**src/rtl/layer7_weight_reader.sv**
```systemverilog
`default_nettype none
// ============================================================================
//  Module   : layer7_weight_reader
//  Purpose  : Read-side sequencer for the layer-7 local weight memory. Walks
//             line indices 0..LINES-1, drives the two-bank read port, captures
//             each 128-bit line pair one cycle later and streams the pairs to
//             the PE array through a 2-entry valid/ready output buffer.
//  Revision : 1.0 - initial release
// ============================================================================
module layer7_weight_reader #(
    parameter int LINES  = 25,
    parameter int ADDR_W = 16
) (
    input  logic              clk,
    input  logic              rst,
    input  logic              start,
    output logic              busy,
    output logic              done,
    output logic              read_weight_signal,
    output logic [ADDR_W-1:0] read_weight_addr1,
    output logic [ADDR_W-1:0] read_weight_addr2,
    input  logic [127:0]      read_weight_data1,
    input  logic [127:0]      read_weight_data2,
    output logic              out_valid,
    input  logic              out_ready,
    output logic [127:0]      out_weight1,
    output logic [127:0]      out_weight2,
    output logic [5:0]        out_index
);

    localparam logic [1:0] S_IDLE  = 2'd0;
    localparam logic [1:0] S_RUN   = 2'd1;
    localparam logic [1:0] S_DRAIN = 2'd2;
    localparam logic [1:0] S_FIN   = 2'd3;

    localparam int         CNT_W    = 7;
    localparam logic [CNT_W-1:0] LAST_IDX = CNT_W'(LINES - 1);

    logic [1:0]       state_q, state_d;
    logic [CNT_W-1:0] req_cnt_q;
    logic             in_flight_q;
    logic [5:0]       cap_idx_q;

    logic [127:0]     fifo_w1_q  [2];
    logic [127:0]     fifo_w2_q  [2];
    logic [5:0]       fifo_idx_q [2];
    logic             wr_ptr_q;
    logic             rd_ptr_q;
    logic [1:0]       count_q;

    logic             w_pop;
    logic             w_push;
    logic [2:0]       w_occ;
    logic             w_issue;
    logic             w_last_issue;
    logic             w_drained;
    logic [5:0]       w_addr_idx;

    // Credit is judged on the occupancy left after this cycle's pop, so a
    // continuously-ready consumer sees one pair per cycle while the buffer
    // plus the in-flight read never exceed two entries.
    assign w_pop        = (count_q != 2'd0) & out_ready;
    assign w_push       = in_flight_q;
    assign w_occ        = {1'b0, count_q} + {2'b00, in_flight_q} - {2'b00, w_pop};
    assign w_issue      = (state_q == S_RUN) && (w_occ < 3'd2);
    assign w_last_issue = w_issue && (req_cnt_q == LAST_IDX);
    assign w_drained    = !in_flight_q &&
                          ((count_q == 2'd0) || ((count_q == 2'd1) && w_pop));

    // State register
    always_ff @(posedge clk or posedge rst) begin
        if (rst) begin
            state_q <= S_IDLE;
        end else begin
            state_q <= state_d;
        end
    end

    // Next-state logic; start is only honoured from IDLE
    always_comb begin
        state_d = state_q;
        case (state_q)
            S_IDLE:  if (start)        state_d = S_RUN;
            S_RUN:   if (w_last_issue) state_d = S_DRAIN;
            S_DRAIN: if (w_drained)    state_d = S_FIN;
            S_FIN:                     state_d = S_IDLE;
            default:                   state_d = S_IDLE;
        endcase
    end

    // Outputs: the read enable stays up through the capture cycle because the
    // memory gates its data combinationally with it
    always_comb begin
        busy               = (state_q != S_IDLE);
        done               = (state_q == S_FIN);
        read_weight_signal = w_issue | in_flight_q;
        w_addr_idx         = 6'd0;
        if (w_issue) begin
            w_addr_idx = req_cnt_q[5:0];
        end else if (in_flight_q) begin
            w_addr_idx = cap_idx_q;
        end
        read_weight_addr1  = ADDR_W'(w_addr_idx);
        read_weight_addr2  = ADDR_W'(w_addr_idx);
    end

    // Request counter, in-flight flag and index of the outstanding read
    always_ff @(posedge clk or posedge rst) begin
        if (rst) begin
            req_cnt_q   <= '0;
            in_flight_q <= 1'b0;
            cap_idx_q   <= '0;
        end else begin
            if (state_q == S_IDLE && start) begin
                req_cnt_q <= '0;
            end else if (w_issue) begin
                req_cnt_q <= req_cnt_q + 7'd1;
            end
            in_flight_q <= w_issue;
            if (w_issue) begin
                cap_idx_q <= req_cnt_q[5:0];
            end
        end
    end

    // Two-entry output buffer; push and pop in one cycle leave count unchanged
    always_ff @(posedge clk or posedge rst) begin
        if (rst) begin
            for (int i = 0; i < 2; i++) begin
                fifo_w1_q[i]  <= '0;
                fifo_w2_q[i]  <= '0;
                fifo_idx_q[i] <= '0;
            end
            wr_ptr_q <= 1'b0;
            rd_ptr_q <= 1'b0;
            count_q  <= 2'd0;
        end else begin
            if (w_push) begin
                fifo_w1_q[wr_ptr_q]  <= read_weight_data1;
                fifo_w2_q[wr_ptr_q]  <= read_weight_data2;
                fifo_idx_q[wr_ptr_q] <= cap_idx_q;
                wr_ptr_q             <= ~wr_ptr_q;
            end
            if (w_pop) begin
                rd_ptr_q <= ~rd_ptr_q;
            end
            case ({w_push, w_pop})
                2'b10:   count_q <= count_q + 2'd1;
                2'b01:   count_q <= count_q - 2'd1;
                default: count_q <= count_q;
            endcase
        end
    end

    assign out_valid   = (count_q != 2'd0);
    assign out_weight1 = fifo_w1_q[rd_ptr_q];
    assign out_weight2 = fifo_w2_q[rd_ptr_q];
    assign out_index   = fifo_idx_q[rd_ptr_q];

endmodule
`default_nettype wire
```
**config.mk**
```make
export PLATFORM = sky130hd
export DESIGN_NAME = layer7_weight_reader
export DESIGN_NICKNAME = d
export VERILOG_FILES = /design/src/rtl/layer7_weight_reader.sv
export SDC_FILE = /design/constraint.sdc
export NUM_CORES = 1
export LEC_CHECK = 0
export ABC_AREA = 1
export ABC_CLOCK_PERIOD_IN_PS = 17500
export BUFFER_PORTS_ARGS = -buffer_cell sky130_fd_sc_hd__buf_2
export CORE_ASPECT_RATIO = 0.9
export CORE_MARGIN = 2
export CORE_UTILIZATION = 30
export DETAILED_ROUTE_END_ITERATION = 7
export PLACE_DENSITY = 0.49
export SYNTH_ARGS = -nofsm -noshare
export SYNTH_HDL_FRONTEND = slang
export SYNTH_SLANG_ARGS = --single-unit
```
**constraint.sdc**
```tcl
create_clock -name clk -period 17.5 [get_ports clk]
set_input_delay 3.5 -clock clk [delete_from_list [all_inputs] [get_ports clk]]
set_output_delay 3.5 -clock clk [all_outputs]
set_load 0.05 [all_outputs]
```
==> results of run 1 <==
-- cells by family after synthesis --
| family | count (synthesis) | share of synthesized area |
|---|---|---|
| AOI/OAI and AO/OA | 538 | 0.126 |
| xor gates and xnor gates | 3 | 0.00108 |
| adders and majority gates | 10 | 0.00543 |
| buffers and inverters | 485 | 0.0937 |
| DFF | 544 | 0.558 |
| muxes | 1 | 0.000461 |
| other | 1 | 0.000154 |
| and+or+nand+nor | 1387 | 0.215 |
-- final timing paths --
check	to	slack, ns
min reg2reg	fifo_w1_q[165]	0.48
max in group asynchronous	fifo_w1_q[39]	11.53
min in group asynchronous	fifo_w1_q[254]	2.95
max	read_weight_addr1[1]	8.17
max reg2reg	fifo_w1_q[10]	13.84
min	fifo_w1_q[165]	0.48
-- critical path: cells and delay by family --
family | cells | cell delay (ns)
fa+ha+maj | 1 | 0.52
compound gates | 1 | 0.14
buf+inv | 5 | 0.76
simple gates | 7 | 0.90
-- sequential cells by signal (all words and copies together), names as in the netlist --
register	flops
in_flight_q	1
state_q	2
wr_ptr_q	1
count_q	2
fifo_w2_q	256
fifo_idx_q	12
rd_ptr_q	1
fifo_w1_q	256
req_cnt_q	7
cap_idx_q	6
-- metal layers --
layer / track usage / up-vias
li1: - / 9990
met5: 0 / -
met2: 0.257 / 395
met1: 0.205 / 9000
met3: 0.0506 / 112
met4: 0.0487 / 18
-- layout make-up --
cell class,instances,area [sq um],share of cell area
diodes,10,25.0,0.000843
clock buffers,99,1970,0.0663
clock inverters,20,221,0.00746
inverters,282,1070,0.0360
multi-input cells,1959,8590,0.289
flip-flops and latches,544,13600,0.459
well taps,1060,1330,0.0447
repair buffers,559,2880,0.0969
-- through the flow --
stage / hold slack [ns] / area, sq um / setup slack, ns / instances
3_3_place_gp: 0.464 / 27500 / 8.12 / 4404
6_report: 0.479 / 29700 / 8.17 / 4533
4_1_cts: 0.482 / 29700 / 8.15 / 4523
3_5_place_dp: 0.468 / 27500 / 8.16 / 4404
5_1_grt: 0.496 / 29700 / 7.89 / 4530
2_1_floorplan: 0.453 / 24500 / 6.60 / 2988
-- placed cells by master (no fill, tap or decap), types with 9 or more instances in the layout --
cell       netlist  final
buf_2           55    537
buf_4           26     20
clkbuf_1        70     16
clkbuf_16        0     68
clkbuf_8         0     15
clkinv_2         0     10
conb_1           1     20
dfrtp_1        544    543
diode_2          0     10
ha_1             9      9
inv_1          281    279
nand2_1       1355   1354
nand3_1         11     11
nor2_1           9      9
o21ai_0        292    292
o21ai_1        140    140
o21ai_2        103    103
==> impl_metrics.tcl, run 1 <==
set metrics [dict create \
    status "finished, final reports clean" \
    postCtsSetupBuffers 0 \
    fillers 8755 \
    antenna_found_initial 19 \
    hold_viol 0 \
    clockRootBuffer "clkbuf_16" \
    first_iter_violations 1284 \
    start_util 0.302 \
    holdPathStages 2 \
    hold_class "flop to flop" \
    cp_max_fo 20 \
    drtAntennaViolNets 0 \
    drc 0 \
    gp_congestion 0.749 \
    cp_cell_sequence "buf_2 > nand2_1 > nor2_1 > o21ai_0 > fa_1 > nand2_1 > inv_1 > nand2_1 > nor2_1 > buf_4 > inv_1 > nand2_1 > and2_1 > buf_2" \
    cp-end-kind "output port" \
    wl_met3_microns 4470 \
    holdBufCountCts 0 \
    synth_edf_count 0 \
    totalWireLength_microns 67200 \
    pin_count 558 \
    drv_cap 0 \
    worstSetupPathType "input pin to output port" \
    synthesis.area_sq_mm 0.0244 \
    cp_slowest_cell "fa_1" \
    ys_types 25 \
    core_area_sq_mm 0.0808 \
    drt-met1-wl_microns 29900 \
    grt.total_usage 0.159 \
    rsz0062_at_grt "no" \
    synth_warnings 0 \
    worstHoldStart "fifo_w1_q[165]" \
    area.growth.synth_to_final_pct 21.7 \
    fin_util 0.368 \
    cts_max_path_buffers 3 \
    relSlewSlack 0.305 \
    io_buffers 537 \
    yosysTopAreaCell "dfrtp_1" \
    place_hpwl_microns 42800 \
    path_clk_slew_ns 0.06 \
    finalClockSkew_ns 0.0126 \
    die-area_sq_mm 0.0836 \
    setup-violations-final 0 \
    synth-seq-cells 544 \
    grt_overflow 0 \
    fin_setup_tns_ns 0 \
    slew_violations 0 \
    drt-pass1-iter-count 5 \
    layout.nets 3682 \
    routedWlPerCell_microns 14.8 \
    num_vias 19500 \
    dieHeight_microns 275 \
    clock_sinks 544 \
    synth_top_cell_area_share 0.558 \
    top_layer "met5" \
    tritoncts "done" \
    worst-endpoint-arrival_ns 5.83 \
    fmax_mhz 107 \
    min_period_over_period 0.533 \
    cts-resized-gates 0 \
    drive_gt1_frac 0.224 \
    die_w_microns 305 \
    async_flop_share 1.00 \
    startpoint "out_ready" \
    viasPerCell 4.31 \
    grt_max_degree 195 \
    grt_pass1_wl_microns 107000 \
    synth.avg_cell_area_sq_um 8.22 \
    start_kind "input pin" \
    dr_wl_met2_microns 31200 \
    worstRegToRegCells 5 \
    tightest_slew_ns 1.04 \
    crit_path_frequent_cell "nand2_1" \
    cp_slowest_stage_delay_ns 0.52 \
    crit_required_ns 14.00 \
    htreeDepth 3 \
    ys_top_cells_by_area "dfrtp_1, nand2_1, o21ai_0, inv_1, o21ai_2" \
    yosysMostFrequentCell "nand2_1" \
    clk_latency_ns 0.60 \
    fin_crit_ns 9.33 \
    synth_top_cells_by_count "nand2_1, dfrtp_1, o21ai_0" \
    netlist_instances 2969 \
    yosysSeqAreaShare 0.558 \
    cts_buffers 66 \
    timing.rr.start "in_flight_q" \
    synth_ff_type "dfrtp_1" \
    grt_pass1_vias 19200 \
    placementRows 99 \
]
Power of run 1 is left out: the tool's default activity adds up to more than one toggle a clock period on the data nets, which glitch-free logic cannot reach.
==> inputs of run 2 (changes only) <==
ABC_AREA = 0   (was 1)
ABC_CLOCK_PERIOD_IN_PS = 8740   (was 17500)
PLACE_DENSITY = 0.48   (was 0.49)
clock period = 8.74 ns   (was 17.5 ns; I/O delays follow)
==> run 2 against run 1 <==
Die area shrank 2.9%. Sequential share of layout area rose by 0.30 points. Highest routed layer unchanged. Sequential cell count did not move. Synthesized cell count decreased by 48%. Clock-buffer cell count decreased by 8. Worst hold slack better by 0.019 ns. Largest cell class unchanged. Cell count shrank 30%.
==> impl_metrics.tcl, run 2 <==
set metrics [dict create \
    pin_count 558 \
    viasPerCell 4.57 \
    hold_path_end "fifo_w2_q[72]" \
    cp_slowest_stage_delay_ns 0.51 \
    synth_top_cell_area_share 0.575 \
    cp_cell_sequence "buf_2 > nand2b_1 > xnor2_1 > nand2b_1 > fa_1 > nand2_1 > nor2_2 > mux2_2 > nor2b_1 > buf_2" \
    path_clk_slew_ns 0.06 \
    crit_required_ns 6.99 \
    layout.nets 2319 \
    place_hpwl_microns 41900 \
    clk_latency_ns 0.61 \
    synth-seq-cells 544 \
    start_kind "input pin" \
    grt_pass1_vias 16100 \
    finalClockSkew_ns 0.0151 \
    cts_buffers 61 \
    yosysMostFrequentCell "mux2_2" \
    totalWireLength_microns 61400 \
    r2r_end "state_q[1]" \
    hold_class "flop to flop" \
    cp-end-kind "output port" \
    core_area_sq_mm 0.0780 \
    grt_pass1_wl_microns 95800 \
    reg.largest.list "fifo_w1_q: 256 flops, fifo_w2_q: 256 flops, fifo_idx_q: 12 flops" \
    cp_max_fo 10 \
    multi_input_area_sq_mm 0.00951 \
    yosysSeqAreaShare 0.575 \
    tritoncts "done" \
    synth_edf_count 0 \
    drc 0 \
    worstRegToRegCells 10 \
    timing.hold.ws_ns 0.498 \
    relSlewSlack 0.273 \
    seqCellArea_sq_mm 0.0136 \
    cts_max_path_buffers 3 \
    cp_num_cells 10 \
    fin_setup_tns_ns 0 \
    setup-violations-final 0 \
    grt.total_usage 0.150 \
    timing.critical_path.buf_inv 2 \
    grt_max_degree 163 \
    drv_cap 0 \
    die-area_sq_mm 0.0812 \
    die_w_microns 300 \
    regToRegSetupSlack_ns 5.59 \
    antenna_found_initial 29 \
    yosysTopAreaCell "dfrtp_1" \
    grt_overflow 0 \
    placementRows 97 \
    final_common_cell "mux2_2" \
    fillers 7502 \
    drive_gt1_frac 0.691 \
    hold_viol 0 \
    slew_violations 0 \
    num_vias 14400 \
    postCtsSetupBuffers 0 \
    cp_top_family "simple AND/OR/NAND/NOR gates" \
    min_period_over_period 0.693 \
    rsz0062_at_grt "no" \
    async_flop_share 1.00 \
    synth_warnings 0 \
    cp_slowest_cell "fa_1" \
    htreeDepth 2 \
    fmax_mhz 165 \
    timing.rr.start "count_q[1]" \
    ys_top_cells_by_area "dfrtp_1, mux2_2, buf_2, buf_4, clkbuf_1" \
    area.growth.synth_to_final_pct 24.6 \
    synthesis.area_sq_mm 0.0237 \
    holdBufCountCts 0 \
    fin_crit_ns 6.05 \
    io_buffers 537 \
    clock_sinks 544 \
    cts-resized-gates 0 \
    tightest_slew_ns 1.09 \
    drtAntennaViolNets 0 \
    synth.avg_cell_area_sq_um 15.5 \
    synth_ff_type "dfrtp_1" \
    worst-endpoint-arrival_ns 4.30 \
    final_cell_mix "mux2_2, dfrtp_1, buf_2" \
    drt-pass1-iter-count 4 \
    gp_congestion 0.766 \
    worstHoldStart "fifo_w2_q[72]" \
    setup_ws_ns 2.69 \
    clockRootBuffer "clkbuf_16" \
    start_util 0.303 \
    holdPathStages 1 \
    netlist_instances 1530 \
    first_iter_violations 432 \
    routedWlPerCell_microns 19.5 \
    dieHeight_microns 271 \
    synth_top_cells_by_count "mux2_2, dfrtp_1, buf_2" \
    worstSetupPathType "input pin to output port" \
    post-place-ws_ns 2.68 \
    status "finished, final reports clean" \
    ys_types 30 \
]
==> run 2: changes by cell type after synthesis, moves of 5 or more <==
cell and delta:
o21ai_1 -140, nand2_1 -1351, nand3_1 -9, clkbuf_1 -36
xnor2_1 +9, mux2_2 +791, buf_1 -12, o21ai_2 -103
and2_1 -5, buf_6 -40, inv_1 -270, o21ai_0 -290
nor2b_1 +7
==> run 2: final cells by class <==
| cell class | instances | share of cell area |
|---|---|---|
| clock inverters | 24 | 0.0106 |
| repair buffers | 552 | 0.0975 |
| clock buffers | 91 | 0.0611 |
| well taps | 1039 | 0.0441 |
| diodes | 14 | 0.00119 |
| inverters | 11 | 0.00153 |
| flip-flops and latches | 544 | 0.462 |
| multi-input cells | 879 | 0.322 |
==> run 2: cells by family (layout without fill, tap and decap cells) <==
family                   Yosys count  count (layout)  share of synthesized area
AND/OR/NAND/NOR                   35              35                    0.00756
multiplexers                     794             794                      0.378
buffers and inverters            126             678                     0.0270
flip-flops                       544             544                      0.575
other                              1              34                   0.000158
AO/OA/AOI/OAI                      9               9                    0.00259
XOR/XNOR                          11              11                    0.00439
adder cells (fa/ha/maj)           10              10                    0.00560
==> run 2: per-layer routing <==
metal / track usage / routed length [microns] / up-vias
met1: 0.168 / 23300 / 7426
met3: 0.0498 / 4390 / 142
met4: 0.0628 / 2310 / 30
met2: 0.261 / 31200 / 355
met5: 0 / 198 / -
li1: - / - / 6472
==> run 2: worst register-to-register path, cell delays in order, from the launching register on <==
cell and delay [ns]:
dfrtp_1 0.44, inv_1 0.10, ha_1 0.21, nand2b_1 0.26, xnor2_1 0.20, nand2b_1 0.18, fa_1 0.51, nand2_1 0.17
o41ai_2 0.41, o211ai_1 0.21, mux2_4 0.34
==> run 2: worst max path at each step <==
stage | startpoint | slack [ns] | to
floorplan | rst | -0.41 | cap_idx_q[0]
CTS | out_ready | 2.68 | read_weight_addr2[3]
finish | out_ready | 2.69 | read_weight_addr1[4]
detailed placement | out_ready | 2.68 | read_weight_addr2[3]
global placement | out_ready | 2.75 | read_weight_addr1[2]
global route | out_ready | 2.52 | read_weight_addr1[5]
==> run 2: per-stage QoR <==
step,utilization,std cells,cell area (sq um)
2_1_floorplan,-,1549,23800
6_report,0.378,3154,29500
3_3_place_gp,0.350,3025,27300
3_5_place_dp,0.350,3025,27300
5_1_grt,0.378,3150,29500
4_1_cts,0.378,3140,29500
Power of run 2 is left out for the same reason.
